===== src/rtl/buf_reader_stream_pkg.sv =====
// Shared frame geometry, buffer base-address mapping and reader state encoding.
package buf_reader_stream_pkg;

  localparam int IMG_WIDTH  = 4;
  localparam int IMG_HEIGHT = 3;

  typedef enum logic [2:0] {
    ST_IDLE  = 3'd0,
    ST_INIT  = 3'd1,
    ST_FETCH = 3'd2,
    ST_DRAIN = 3'd3,
    ST_DONE  = 3'd4
  } state_t;

  // Each frame buffer occupies its own 4 KiB window.
  function automatic logic [31:0] addr_for_buf_id(input logic [31:0] id);
    return id << 12;
  endfunction

endpackage


===== src/rtl/buf_reader_stream_fifo.sv =====
// Prefetch FIFO between the Wishbone fetch side and the pixel stream.
module pix_fifo #(
  parameter int W     = 25,
  parameter int DEPTH = 4,
  parameter int CW    = $clog2(DEPTH) + 1
) (
  input  logic          clk,
  input  logic          reset,
  input  logic          i_flush,
  input  logic          i_push,
  input  logic [W-1:0]  i_wdata,
  input  logic          i_pop,
  output logic [W-1:0]  o_rdata,
  output logic [CW-1:0] o_count,
  output logic          o_empty,
  output logic          o_full
);
  localparam int PW = $clog2(DEPTH);

  logic [W-1:0]  r_mem [DEPTH];
  logic [PW-1:0] r_wptr, r_rptr;
  logic [CW-1:0] r_count;
  logic          w_push, w_pop;

  assign o_empty = (r_count == '0);
  assign o_full  = (r_count == CW'(DEPTH));
  assign o_count = r_count;
  assign o_rdata = r_mem[r_rptr];
  assign w_push  = i_push && !o_full;
  assign w_pop   = i_pop && !o_empty;

  always_ff @(posedge clk) begin
    if (w_push && !i_flush) r_mem[r_wptr] <= i_wdata;
  end

  always_ff @(posedge clk or posedge reset) begin
    if (reset) begin
      r_wptr  <= '0;
      r_rptr  <= '0;
      r_count <= '0;
    end else if (i_flush) begin
      r_wptr  <= '0;
      r_rptr  <= '0;
      r_count <= '0;
    end else begin
      if (w_push) r_wptr <= r_wptr + 1'b1;
      if (w_pop)  r_rptr <= r_rptr + 1'b1;
      if (w_push && !w_pop)      r_count <= r_count + 1'b1;
      else if (w_pop && !w_push) r_count <= r_count - 1'b1;
    end
  end

endmodule


===== src/rtl/buf_reader_stream.sv =====
// Reads one frame over Wishbone and streams its pixels in raster order.
module buf_reader_stream
  import buf_reader_stream_pkg::*;
#(
  parameter int ADDR_WIDTH = 16,
  parameter int DATA_WIDTH = 32,
  parameter int FIFO_DEPTH = 4
) (
  input  logic                  clk,
  input  logic                  reset,
  output logic [ADDR_WIDTH-1:0] wbm_address,
  output logic [DATA_WIDTH-1:0] wbm_writedata,
  input  logic [DATA_WIDTH-1:0] wbm_readdata,
  output logic                  wbm_strobe,
  output logic                  wbm_cycle,
  output logic                  wbm_write,
  input  logic                  wbm_ack,
  input  logic [DATA_WIDTH-1:0] buf_id,
  input  logic                  read_buf,
  output logic                  buf_read,
  output logic                  busy,
  output logic [23:0]           pix_data,
  output logic                  pix_valid,
  input  logic                  pix_ready,
  output logic                  pix_last
);
  localparam int CW = $clog2(FIFO_DEPTH) + 1;
  localparam logic [ADDR_WIDTH-1:0] TOTAL  = ADDR_WIDTH'(IMG_WIDTH * IMG_HEIGHT);
  localparam logic [ADDR_WIDTH-1:0] LAST   = TOTAL - 1'b1;
  localparam logic [ADDR_WIDTH-1:0] STRIDE = ADDR_WIDTH'(DATA_WIDTH / 8);

  state_t                r_state, w_state_nxt;
  logic [ADDR_WIDTH-1:0] r_addr, r_fetch_cnt, r_pop_cnt;
  logic                  w_strobe, w_push, w_pop, w_flush;
  logic [24:0]           w_head;
  logic [CW-1:0]         w_count;
  logic                  w_empty, w_full, w_unused;

  // Room is only re-evaluated between accesses: the count cannot grow while
  // a read is in flight, so strobe naturally holds until its ack.
  assign w_strobe = (r_state == ST_FETCH) && (r_fetch_cnt < TOTAL) &&
                    (w_count < CW'(FIFO_DEPTH));
  assign w_push   = w_strobe && wbm_ack;
  assign w_pop    = !w_empty && pix_ready;
  assign w_flush  = (r_state == ST_INIT);
  assign w_unused = ^{wbm_readdata[DATA_WIDTH-1:24], w_full};

  pix_fifo #(.W(25), .DEPTH(FIFO_DEPTH), .CW(CW)) u_fifo (
    .clk     (clk),
    .reset   (reset),
    .i_flush (w_flush),
    .i_push  (w_push),
    .i_wdata ({r_fetch_cnt == LAST, wbm_readdata[23:0]}),
    .i_pop   (w_pop),
    .o_rdata (w_head),
    .o_count (w_count),
    .o_empty (w_empty),
    .o_full  (w_full)
  );

  always_comb begin
    w_state_nxt = r_state;
    case (r_state)
      ST_IDLE:  if (read_buf) w_state_nxt = ST_INIT;
      ST_INIT:  w_state_nxt = ST_FETCH;
      ST_FETCH: if (r_fetch_cnt == TOTAL) w_state_nxt = ST_DRAIN;
      ST_DRAIN: if (r_pop_cnt == TOTAL) w_state_nxt = ST_DONE;
      ST_DONE:  w_state_nxt = ST_IDLE;
      default:  w_state_nxt = ST_IDLE;
    endcase
  end

  always_ff @(posedge clk or posedge reset) begin
    if (reset) begin
      r_state     <= ST_IDLE;
      r_addr      <= '0;
      r_fetch_cnt <= '0;
      r_pop_cnt   <= '0;
    end else begin
      r_state <= w_state_nxt;
      if (r_state == ST_INIT) begin
        r_addr      <= ADDR_WIDTH'(addr_for_buf_id(32'(buf_id)));
        r_fetch_cnt <= '0;
        r_pop_cnt   <= '0;
      end else begin
        if (w_push) begin
          r_addr      <= r_addr + STRIDE;
          r_fetch_cnt <= r_fetch_cnt + 1'b1;
        end
        if (w_pop) r_pop_cnt <= r_pop_cnt + 1'b1;
      end
    end
  end

  assign wbm_address   = r_addr;
  assign wbm_writedata = '0;
  assign wbm_write     = 1'b0;
  assign wbm_strobe    = w_strobe;
  assign wbm_cycle     = w_strobe;
  assign busy          = (r_state != ST_IDLE);
  assign buf_read      = (r_state == ST_DONE);
  assign pix_valid     = !w_empty;
  assign pix_data      = w_empty ? 24'd0 : w_head[23:0];
  // The spare FIFO bit tags the entry fetched as pixel TOTAL-1.
  assign pix_last      = !w_empty && w_head[24];

endmodule

===== config.mk =====
export PLATFORM = sky130hd
export DESIGN_NAME = buf_reader_stream
export DESIGN_NICKNAME = d
export VERILOG_FILES = /design/src/rtl/buf_reader_stream_pkg.sv /design/src/rtl/buf_reader_stream_fifo.sv /design/src/rtl/buf_reader_stream.sv
export SDC_FILE = /design/constraint.sdc
export NUM_CORES = 1
export LEC_CHECK = 0
export ABC_CLOCK_PERIOD_IN_PS = 6300
export BUFFER_PORTS_ARGS = -buffer_cell sky130_fd_sc_hd__buf_2
export CELL_PAD_IN_SITES_DETAIL_PLACEMENT = 1
export CELL_PAD_IN_SITES_GLOBAL_PLACEMENT = 2
export CORE_MARGIN = 2
export CORE_UTILIZATION = 34
export DETAILED_ROUTE_END_ITERATION = 6
export PLACE_DENSITY_LB_ADDON = 0.1
export SLEW_MARGIN = 20
export SYNTH_ARGS = -nofsm -noshare
export SYNTH_HDL_FRONTEND = slang
export SYNTH_SLANG_ARGS = --single-unit

===== constraint.sdc =====
create_clock -name clk -period 6.3 [get_ports clk]
set_clock_uncertainty 0.2 [all_clocks]
set_input_delay 0.63 -clock clk [delete_from_list [all_inputs] [get_ports clk]]
set_output_delay 0.63 -clock clk [all_outputs]
set_load 0.005 [all_outputs]

==> flow_metrics.tcl <==
set metrics [dict create \
    cts_hold_buffers 0 \
    max-slew-margin-rel_pct 36.2 \
    ir_worst_vdd_uv 214 \
    cts_tree "built" \
    fmax_ghz 0.309 \
    grt_pass1_vias 4179 \
    die_y_um 146 \
    ys_async_sr_fraction_pct 35.9 \
    dp_hpwl_um 8910 \
    p_comb_share_pct 25.7 \
    critPathArrivalTime_ns 3.38 \
    antenna_cells 0 \
    synth_area_per_cell_um2 14.2 \
    path_delay_family "simple AND/OR/NAND/NOR gates" \
    gp_congestion 0.696 \
    finalCritPeriodShare_pct 51.3 \
    wire_per_inst_um 16.6 \
    finish.instance_area_um2 8000 \
    hold_path_class "input port to async pin" \
    drt-pass1-iter-count 4 \
    tightest_slew_ns 0.958 \
    numClockSinks 156 \
    cp_max_fo 14 \
    setup-violations-final 0 \
    core_area_um2 19600 \
    p_seq_share_pct 41.9 \
    drc_errors 0 \
    ys_ff_latch 156 \
    htreeDepth 4 \
    clock_path_buffers 2 \
    grt.overflow.total 0 \
    synth_edf_count 100 \
    path_buf_inv 0 \
    ctsResizeCount 0 \
    internal-power_mw 2.16 \
    post-cts-setup-buffers 0 \
    ant_nets 0 \
    switching_share_pct 32.0 \
    synthCells 483 \
    die_area_um2 21300 \
    vias_per_cell 4.71 \
    antenna_found_initial 0 \
    rsz0062_at_grt "false" \
    grt_use_total_pct 13.8 \
    clock-root-buffer "clkbuf_16" \
    fin_cells 844 \
    grt_pass1_wl_um 22600 \
    crit_type "register to register" \
    critPathSlowestCell "nor3_2" \
    hold_viol 0 \
    p_clk_share_pct 32.4 \
    cellPowerDensity_nw_per_um2 398 \
    clk-insertion-delay-late_ns 0.42 \
    slew_violations 0 \
    drv_cap 0 \
    cts_buffers 17 \
    io_buffers 76 \
    fin_nets 646 \
    drt_iter0_drc 123 \
    synthesis.area_um2 6840 \
    status "complete, no violations" \
    drive_gt1_share_pct 25.7 \
    core.rowCount 51 \
    synthToLayoutAreaGrowth_pct 16.9 \
    crit_chain "nor2_1, nand4b_1, nor3_2, ha_1, fa_1, xnor2_1, or3_1, a21oi_1" \
    critPathMaxStageDelay_ns 0.68 \
    yosys.area.top_type "edfxtp_1" \
    ys_seq_area_share_pct 64.4 \
    drt_wl_total_um 14000 \
    dp.cells 812 \
    dieWidth_um 146 \
    ys_warn_count 0 \
    ioPinCount 148 \
    synth.distinct_cells 44 \
    switchingPower_mw 1.02 \
    most-common-layout-cells "edfxtp_1 (100), buf_2 (76), dfrtp_1 (55)" \
    vias 3975 \
    p_leak_nw 3.13 \
    synthTopCellsByArea "edfxtp_1 (44%), dfrtp_1 (20%), mux4_2 (8.2%)" \
    floorplan.initialDensity_pct 34.9 \
    synth_ff_type "edfxtp_1" \
    min_period_ns 3.23 \
    cp_data_required_time_ns 6.45 \
    synth_top_area_share_pct 43.9 \
    setup_tns_ns 0 \
    postLayoutCoreUtil_pct 40.8 \
    layout_commonest_cell "edfxtp_1" \
    placed_area_um2 7410 \
    endpoint_kind "register" \
    worst_setup_path_start_kind "register" \
    grt_max_degree 57 \
    clk_pin_slew_worst_paths_ns 0.07 \
]
cell usage after synthesis, types with 2 or more instances:
cell      count
a21oi_1      10
mux4_2       25
xor2_1        7
or3_1         7
nand3_1      12
buf_1         2
nand4_1       7
nor2b_1      38
inv_1        15
dfrtp_1      56
nor2_1       31
a32o_1        3
clkbuf_1     12
and3_1        3
buf_2         4
xnor2_1      17
buf_4        36
nand2_1      26
mux2i_1       2
and4_1        3
edfxtp_1    100
nor4_1       15
and2_1        5
ha_1         10
or4_1         2
o21ai_0      13
nor3_1        5
path summary, 6_finish.rpt:
path	startpoint	to	slack, ns	cells past startpoint
max	r_state[0]$_DFFE_PP0P_	u_fifo.o_count[2]$_DFFE_PP0P_	3.07	8
min	reset	r_pop_cnt[4]$_DFFE_PP0P_	0.21	3
max reg2reg	r_state[0]$_DFFE_PP0P_	u_fifo.o_count[2]$_DFFE_PP0P_	3.07	8
min reg2reg	r_fetch_cnt[15]$_DFFE_PP0P_	r_fetch_cnt[15]$_DFFE_PP0P_	0.31	1
max in group asynchronous	reset	u_fifo.r_rptr[0]$_DFFE_PP0P_	5.17	3
min in group clk	buf_id[3]	wbm_address[15]$_DFFE_PP0P_	0.21	3
worst reg2reg max path, stage by stage (launching register included):
cell and delay (ns):
dfrtp_1 0.44, nor2_1 0.22, nand4b_1 0.57, nor3_2 0.68
ha_1 0.31, fa_1 0.21, xnor2_1 0.08, or3_1 0.31
a21oi_1 0.14
flip-flops by register name, indices dropped and copies added, names as in the netlist:
signal	flops
r_fetch_cnt	16
u_fifo.r_mem	100
wbm_address	14
u_fifo.r_wptr	2
r_state	3
r_pop_cnt	16
u_fifo.o_count	3
u_fifo.r_rptr	2
cell type report:
type | count | area, µm²
timing repair buffer | 84 | 440
clock buffer | 17 | 425
sequential | 156 | 4410
tap | 265 | 332
multi-input combinational | 292 | 2170
inverter | 15 | 56.3
clock inverter | 15 | 164
fill | 2069 | 11600
stage by stage:
step                      power (mW)  worst slack, ns  hold slack, ns
after CTS                       3.25             3.02           0.188
after global routing            3.39             2.73           0.204
final                           3.18             3.07           0.211
after detailed placement        2.20             3.05           0.288
after global placement          2.18             3.10           0.285
after floorplan                 1.89             3.73           0.265
logic make-up after synthesis:
family | after synthesis | synth area share (%)
AO/OA/AOI/OAI | 32 | 2.82
multiplexers | 27 | 8.53
flip-flops | 156 | 64.4
adder cells (fa/ha/maj) | 11 | 2.12
buffers and inverters | 69 | 5.84
other | 1 | 0.0549
AND/OR/NAND/NOR | 163 | 13.1
XOR/XNOR | 24 | 3.07
power by group through the flow:
stage / combinational, mW / sequential (mW) / clock (mW)
after floorplan: 0.611 / 1.28 / 0
after global placement: 0.828 / 1.35 / 0
after detailed placement: 0.843 / 1.36 / 0
after CTS: 0.845 / 1.34 / 1.07
after global routing: 0.927 / 1.36 / 1.10
final: 0.818 / 1.33 / 1.03
per-layer routing:
layer,GRT usage [%],routed length [µm],up-vias
met1,16.4,6010,2030
met2,23.9,7200,76
met4,5.44,201,0
met5,0,0,-
met3,3.61,611,12
li1,-,-,1857
Note: power is estimated with default switching activity, not from simulation.
